`config.mk`:
```
export PLATFORM = sky130hd
export DESIGN_NAME = dmem_arbiter
export DESIGN_NICKNAME = d
export VERILOG_FILES = /design/src/rtl/dmem_arbiter_pkg.sv /design/src/rtl/dmem_arbiter.sv
export SDC_FILE = /design/constraint.sdc
export NUM_CORES = 1
export LEC_CHECK = 0
export ABC_AREA = 1
export BUFFER_PORTS_ARGS = -buffer_cell sky130_fd_sc_hd__buf_2
export CAP_MARGIN = 20
export CORE_UTILIZATION = 51
export DETAILED_ROUTE_END_ITERATION = 12
export PLACE_DENSITY = 0.84
export SLEW_MARGIN = 10
export SYNTH_ARGS = -nofsm -noshare
export SYNTH_HDL_FRONTEND = slang
export SYNTH_SLANG_ARGS = --single-unit
```
`constraint.sdc`:
```
create_clock -name clk -period 3.2 [get_ports clk]
set_input_delay 0.64 -clock clk [delete_from_list [all_inputs] [get_ports clk]]
set_output_delay 0.64 -clock clk [all_outputs]
set_load 0.05 [all_outputs]
```
`src/rtl/dmem_arbiter_pkg.sv`:
```
// Shared types and constants for the data-memory arbiter.
package dmem_arbiter_pkg;

  localparam int unsigned DEF_AW = 8;
  localparam int unsigned DEF_DW = 8;

  localparam logic OWN_CPU = 1'b0;
  localparam logic OWN_DBG = 1'b1;

  typedef enum logic [1:0] {
    IDLE,
    ISSUE,
    WAIT,
    RESP
  } state_e;

endpackage

```
`src/rtl/dmem_arbiter.sv`:
```
// Round-robin arbiter sharing the single-port data memory between the CPU
// load/store path and the debug/loader port; one request/ack per access.
module dmem_arbiter
  import dmem_arbiter_pkg::*;
#(
  parameter int unsigned AW       = DEF_AW,
  parameter int unsigned DW       = DEF_DW,
  parameter int unsigned READ_LAT = 1
) (
  input  logic          clk,
  input  logic          rst_n,
  input  logic          cpu_req,
  input  logic          cpu_we,
  input  logic [AW-1:0] cpu_addr,
  input  logic [DW-1:0] cpu_wdata,
  output logic          cpu_ack,
  output logic [DW-1:0] cpu_rdata,
  input  logic          dbg_req,
  input  logic          dbg_we,
  input  logic [AW-1:0] dbg_addr,
  input  logic [DW-1:0] dbg_wdata,
  output logic          dbg_ack,
  output logic [DW-1:0] dbg_rdata,
  output logic          mem_en,
  output logic          mem_we,
  output logic [AW-1:0] mem_addr,
  output logic [DW-1:0] mem_wdata,
  input  logic [DW-1:0] mem_rdata,
  output logic          busy,
  output logic          owner
);

  localparam int unsigned CW = (READ_LAT > 1) ? $clog2(READ_LAT) : 1;

  state_e        state_q, state_d;
  logic          ptr_q, ptr_d;
  logic          owner_q, owner_d;
  logic          we_q, we_d;
  logic [CW-1:0] cnt_q, cnt_d;
  logic          mem_en_q, mem_en_d;
  logic          mem_we_q, mem_we_d;
  logic [AW-1:0] mem_addr_q, mem_addr_d;
  logic [DW-1:0] mem_wdata_q, mem_wdata_d;
  logic          cpu_ack_q, cpu_ack_d;
  logic          dbg_ack_q, dbg_ack_d;
  logic [DW-1:0] cpu_rdata_q, cpu_rdata_d;
  logic [DW-1:0] dbg_rdata_q, dbg_rdata_d;
  logic          busy_q, busy_d;
  logic          win;

  always_comb begin
    state_d     = state_q;
    ptr_d       = ptr_q;
    owner_d     = owner_q;
    we_d        = we_q;
    cnt_d       = cnt_q;
    mem_en_d    = 1'b0;
    mem_we_d    = 1'b0;
    mem_addr_d  = mem_addr_q;
    mem_wdata_d = mem_wdata_q;
    cpu_ack_d   = 1'b0;
    dbg_ack_d   = 1'b0;
    cpu_rdata_d = cpu_rdata_q;
    dbg_rdata_d = dbg_rdata_q;
    busy_d      = busy_q;
    // On a tie the port not granted last wins; ptr holds the last grant.
    win         = (cpu_req && dbg_req) ? ~ptr_q : dbg_req;

    unique case (state_q)
      IDLE: begin
        if (cpu_req || dbg_req) begin
          state_d     = ISSUE;
          owner_d     = win;
          ptr_d       = win;
          we_d        = win ? dbg_we : cpu_we;
          mem_en_d    = 1'b1;
          mem_we_d    = win ? dbg_we : cpu_we;
          mem_addr_d  = win ? dbg_addr : cpu_addr;
          mem_wdata_d = win ? dbg_wdata : cpu_wdata;
          busy_d      = 1'b1;
        end
      end
      ISSUE: begin
        if (we_q) begin
          state_d   = RESP;
          cpu_ack_d = (owner_q == OWN_CPU);
          dbg_ack_d = (owner_q == OWN_DBG);
        end else begin
          state_d = WAIT;
          cnt_d   = CW'(READ_LAT - 1);
        end
      end
      WAIT: begin
        if (cnt_q == '0) begin
          state_d   = RESP;
          cpu_ack_d = (owner_q == OWN_CPU);
          dbg_ack_d = (owner_q == OWN_DBG);
          if (owner_q == OWN_CPU) cpu_rdata_d = mem_rdata;
          else                    dbg_rdata_d = mem_rdata;
        end else begin
          cnt_d = cnt_q - CW'(1);
        end
      end
      RESP: begin
        state_d = IDLE;
        busy_d  = 1'b0;
      end
    endcase
  end

  always_ff @(posedge clk or negedge rst_n) begin
    if (!rst_n) begin
      state_q     <= IDLE;
      ptr_q       <= OWN_DBG;
      owner_q     <= OWN_CPU;
      we_q        <= 1'b0;
      cnt_q       <= '0;
      mem_en_q    <= 1'b0;
      mem_we_q    <= 1'b0;
      mem_addr_q  <= '0;
      mem_wdata_q <= '0;
      cpu_ack_q   <= 1'b0;
      dbg_ack_q   <= 1'b0;
      cpu_rdata_q <= '0;
      dbg_rdata_q <= '0;
      busy_q      <= 1'b0;
    end else begin
      state_q     <= state_d;
      ptr_q       <= ptr_d;
      owner_q     <= owner_d;
      we_q        <= we_d;
      cnt_q       <= cnt_d;
      mem_en_q    <= mem_en_d;
      mem_we_q    <= mem_we_d;
      mem_addr_q  <= mem_addr_d;
      mem_wdata_q <= mem_wdata_d;
      cpu_ack_q   <= cpu_ack_d;
      dbg_ack_q   <= dbg_ack_d;
      cpu_rdata_q <= cpu_rdata_d;
      dbg_rdata_q <= dbg_rdata_d;
      busy_q      <= busy_d;
    end
  end

  assign cpu_ack   = cpu_ack_q;
  assign dbg_ack   = dbg_ack_q;
  assign cpu_rdata = cpu_rdata_q;
  assign dbg_rdata = dbg_rdata_q;
  assign mem_en    = mem_en_q;
  assign mem_we    = mem_we_q;
  assign mem_addr  = mem_addr_q;
  assign mem_wdata = mem_wdata_q;
  assign busy      = busy_q;
  assign owner     = owner_q;

endmodule

```
==> flow_metrics.tcl <==
set metrics [dict create \
    status "completed" \
    dieArea_um2 4160 \
    clk_pin_slew_ps 80 \
    crit_buf_inv 1 \
    synth.avg_cell_area_um2 8.032 \
    final-setup-viol-count 0 \
    maxSlewHeadroom 0.4048 \
    cts_buffers 5 \
    wl_per_cell_um 11.17 \
    io_buffers 83 \
    track_usage 0.2220 \
    cp_max_fo 4 \
    yosysWarnings 0 \
    dr_wl_met3_um 147 \
    setup_tns_ps 0 \
    met2_length_um 2255 \
    syn_area_um2 1992 \
    drt_iter0_markers 113 \
    path_class "flip-flop to output port" \
    cp.required_ps 2560 \
    fin_crit_sh 0.5032 \
    fillCellCount 346 \
    grt_pass1_vias 1667 \
    synth_edf_count 0 \
    ir_worst_vdd_mv 0.5452 \
    ctsHtreeMaxLevel 2 \
    ys_ff_latch 42 \
    fin_skew_ps 6.579 \
    cts_hold_buf 0 \
    ioPinCount 84 \
    clkSinkCount 42 \
    vias 1813 \
    crit_slowest_cell "dfrtp_1" \
    max_stage_delay_ps 390 \
    tightest_slew_ps 892.8 \
    critPathArrivalTime_ps 970 \
    finalHoldViolations 0 \
    hp-class "input port to async pin" \
    initial_core_util 0.5360 \
    drcViolationCount 0 \
    synth_cell_types 18 \
    cts_setup_buffers 0 \
    cts-root-buf "clkbuf_8" \
    final_nets 381 \
    fmax_mhz 621.1 \
    whs_ps 469.5 \
    clk_latency_ps 290 \
    cts_max_path_buffers 2 \
    final_util 0.6727 \
    globalplace.congestion 0.7505 \
    final_common_cell "buf_2" \
    row_count 22 \
    placed_cells_incl_taps 371 \
    path_delay_family "flip-flops" \
    synth_flop_cell "dfrtp_1" \
    routed.top_layer "met4" \
    drive_gt1_frac 0.2870 \
    syn-num-nets 299 \
    cp_cell_sequence "buf_2" \
    grt_max_degree 43 \
    drv_slew 0 \
    fp.coreArea_um2 3716 \
    min_period_ps 1610 \
    cp-end-kind "output port" \
    met1Wirelength_um 1774 \
    cts_tree "built" \
    antenna_found_initial 0 \
    cts_resized 0 \
    ys_seq_area_frac 0.5283 \
    grt-ovfl-total 0 \
    routed_wl_um 4234 \
    first_pass_iters 4 \
    mostFrequentLayoutCells "buf_2, nand2_1, inv_1, dfrtp_1, nand3_1" \
    post-dp-hpwl_um 3046 \
    leakage_uw 0.001554 \
    async_flop_share 1.000 \
    netlist_instances 248 \
    antenna_cells 0 \
    grt_pass1_wl_um 7093 \
    stdcell_count 379 \
    rsz0062_at_grt "no" \
    die_h_um 64.50 \
    start_kind "flip-flop" \
    p_per_area_nw_per_um2 1192 \
    die_x_um 64.50 \
    synthToLayoutAreaGrowth_pct 25.50 \
    cap_violations 0 \
    avgViaCountPerCell 4.784 \
    drtAntennaViolNets 0 \
]
[kinds of logic after synthesis]
family                     Yosys count  share of synthesized area
and+or+nand+nor                    122                     0.2619
buffers and inverters               58                     0.1237
DFF                                 42                     0.5283
AOI/OAI and AO/OA                   21                    0.05465
adders and majority gates            5                    0.03141
[power by group]
part,switching (uW),internal [uW]
registers,144,800
clock network,175,174
logic,1310,379
[worst paths after layout]
path                                        startpoint                       end  slack, ps  cells past startpoint
min in group clk                     ptr_q$_DFFE_PN1P_         ptr_q$_DFFE_PN1P_        480                      2
worst max register to register  state_q[0]$_DFFE_PN0P_          we_q$_DFFE_PN0P_       1590                      6
worst min-delay path                             rst_n  cpu_rdata[3]$_DFFE_PN0P_        470                      1
max in group asynchronous                        rst_n  mem_wdata[6]$_DFFE_PN0P_       2170                      1
worst min register to register       ptr_q$_DFFE_PN1P_         ptr_q$_DFFE_PN1P_        480                      2
worst max-delay path                 owner$_DFFE_PN0P_                     owner       1590                      1
[metrics by stage]
step / area [um^2] / setup WS [ps] / power (uW)
after floorplan: 1992 / 1874 / 2259
after global placement: 2409 / 1343 / 2600
after detailed placement: 2409 / 1300 / 2648
after CTS: 2500 / 1577 / 2999
after global routing: 2500 / 1455 / 3154
final: 2500 / 1590 / 2980
[cells in the mapped netlist, types with 2 or more instances]
| cell | number | share of area |
|---|---|---|
| buf_2 | 2 | 0.0050 |
| nor2_1 | 2 | 0.0038 |
| buf_4 | 3 | 0.011 |
| buf_6 | 2 | 0.011 |
| inv_1 | 50 | 0.094 |
| nand2_1 | 80 | 0.15 |
| nand3_1 | 35 | 0.088 |
| o21ai_0 | 19 | 0.048 |
| nor3_1 | 2 | 0.0050 |
| dfrtp_1 | 41 | 0.52 |
| ha_1 | 5 | 0.031 |
[layout make-up]
type / instances / area, um^2 / share of cell area
clock buffers: 7 / 86.33 / 0.03453
clock inverters: 1 / 5.005 / 0.002002
inverters: 50 / 187.7 / 0.07508
multi-input cells: 148 / 693.2 / 0.2773
flip-flops and latches: 42 / 1052 / 0.4209
well taps: 48 / 60.06 / 0.02402
repair buffers: 83 / 415.4 / 0.1662
[per-layer routing]
layer	track usage	up-vias
met4	0.07500	0
li1	-	915
met3	0.03697	5
met2	0.4053	46
met5	0	-
met1	0.2622	847
[sequential cells by signal (all words and copies together), names as in the netlist]
register	flops
busy	1
dbg_ack	1
mem_addr	8
ptr_q	1
mem_we	1
we_q	1
mem_en	1
dbg_rdata	8
state_q	2
cpu_rdata	8
owner	1
mem_wdata	8
cpu_ack	1
Note: power is estimated with default switching activity, not from simulation.
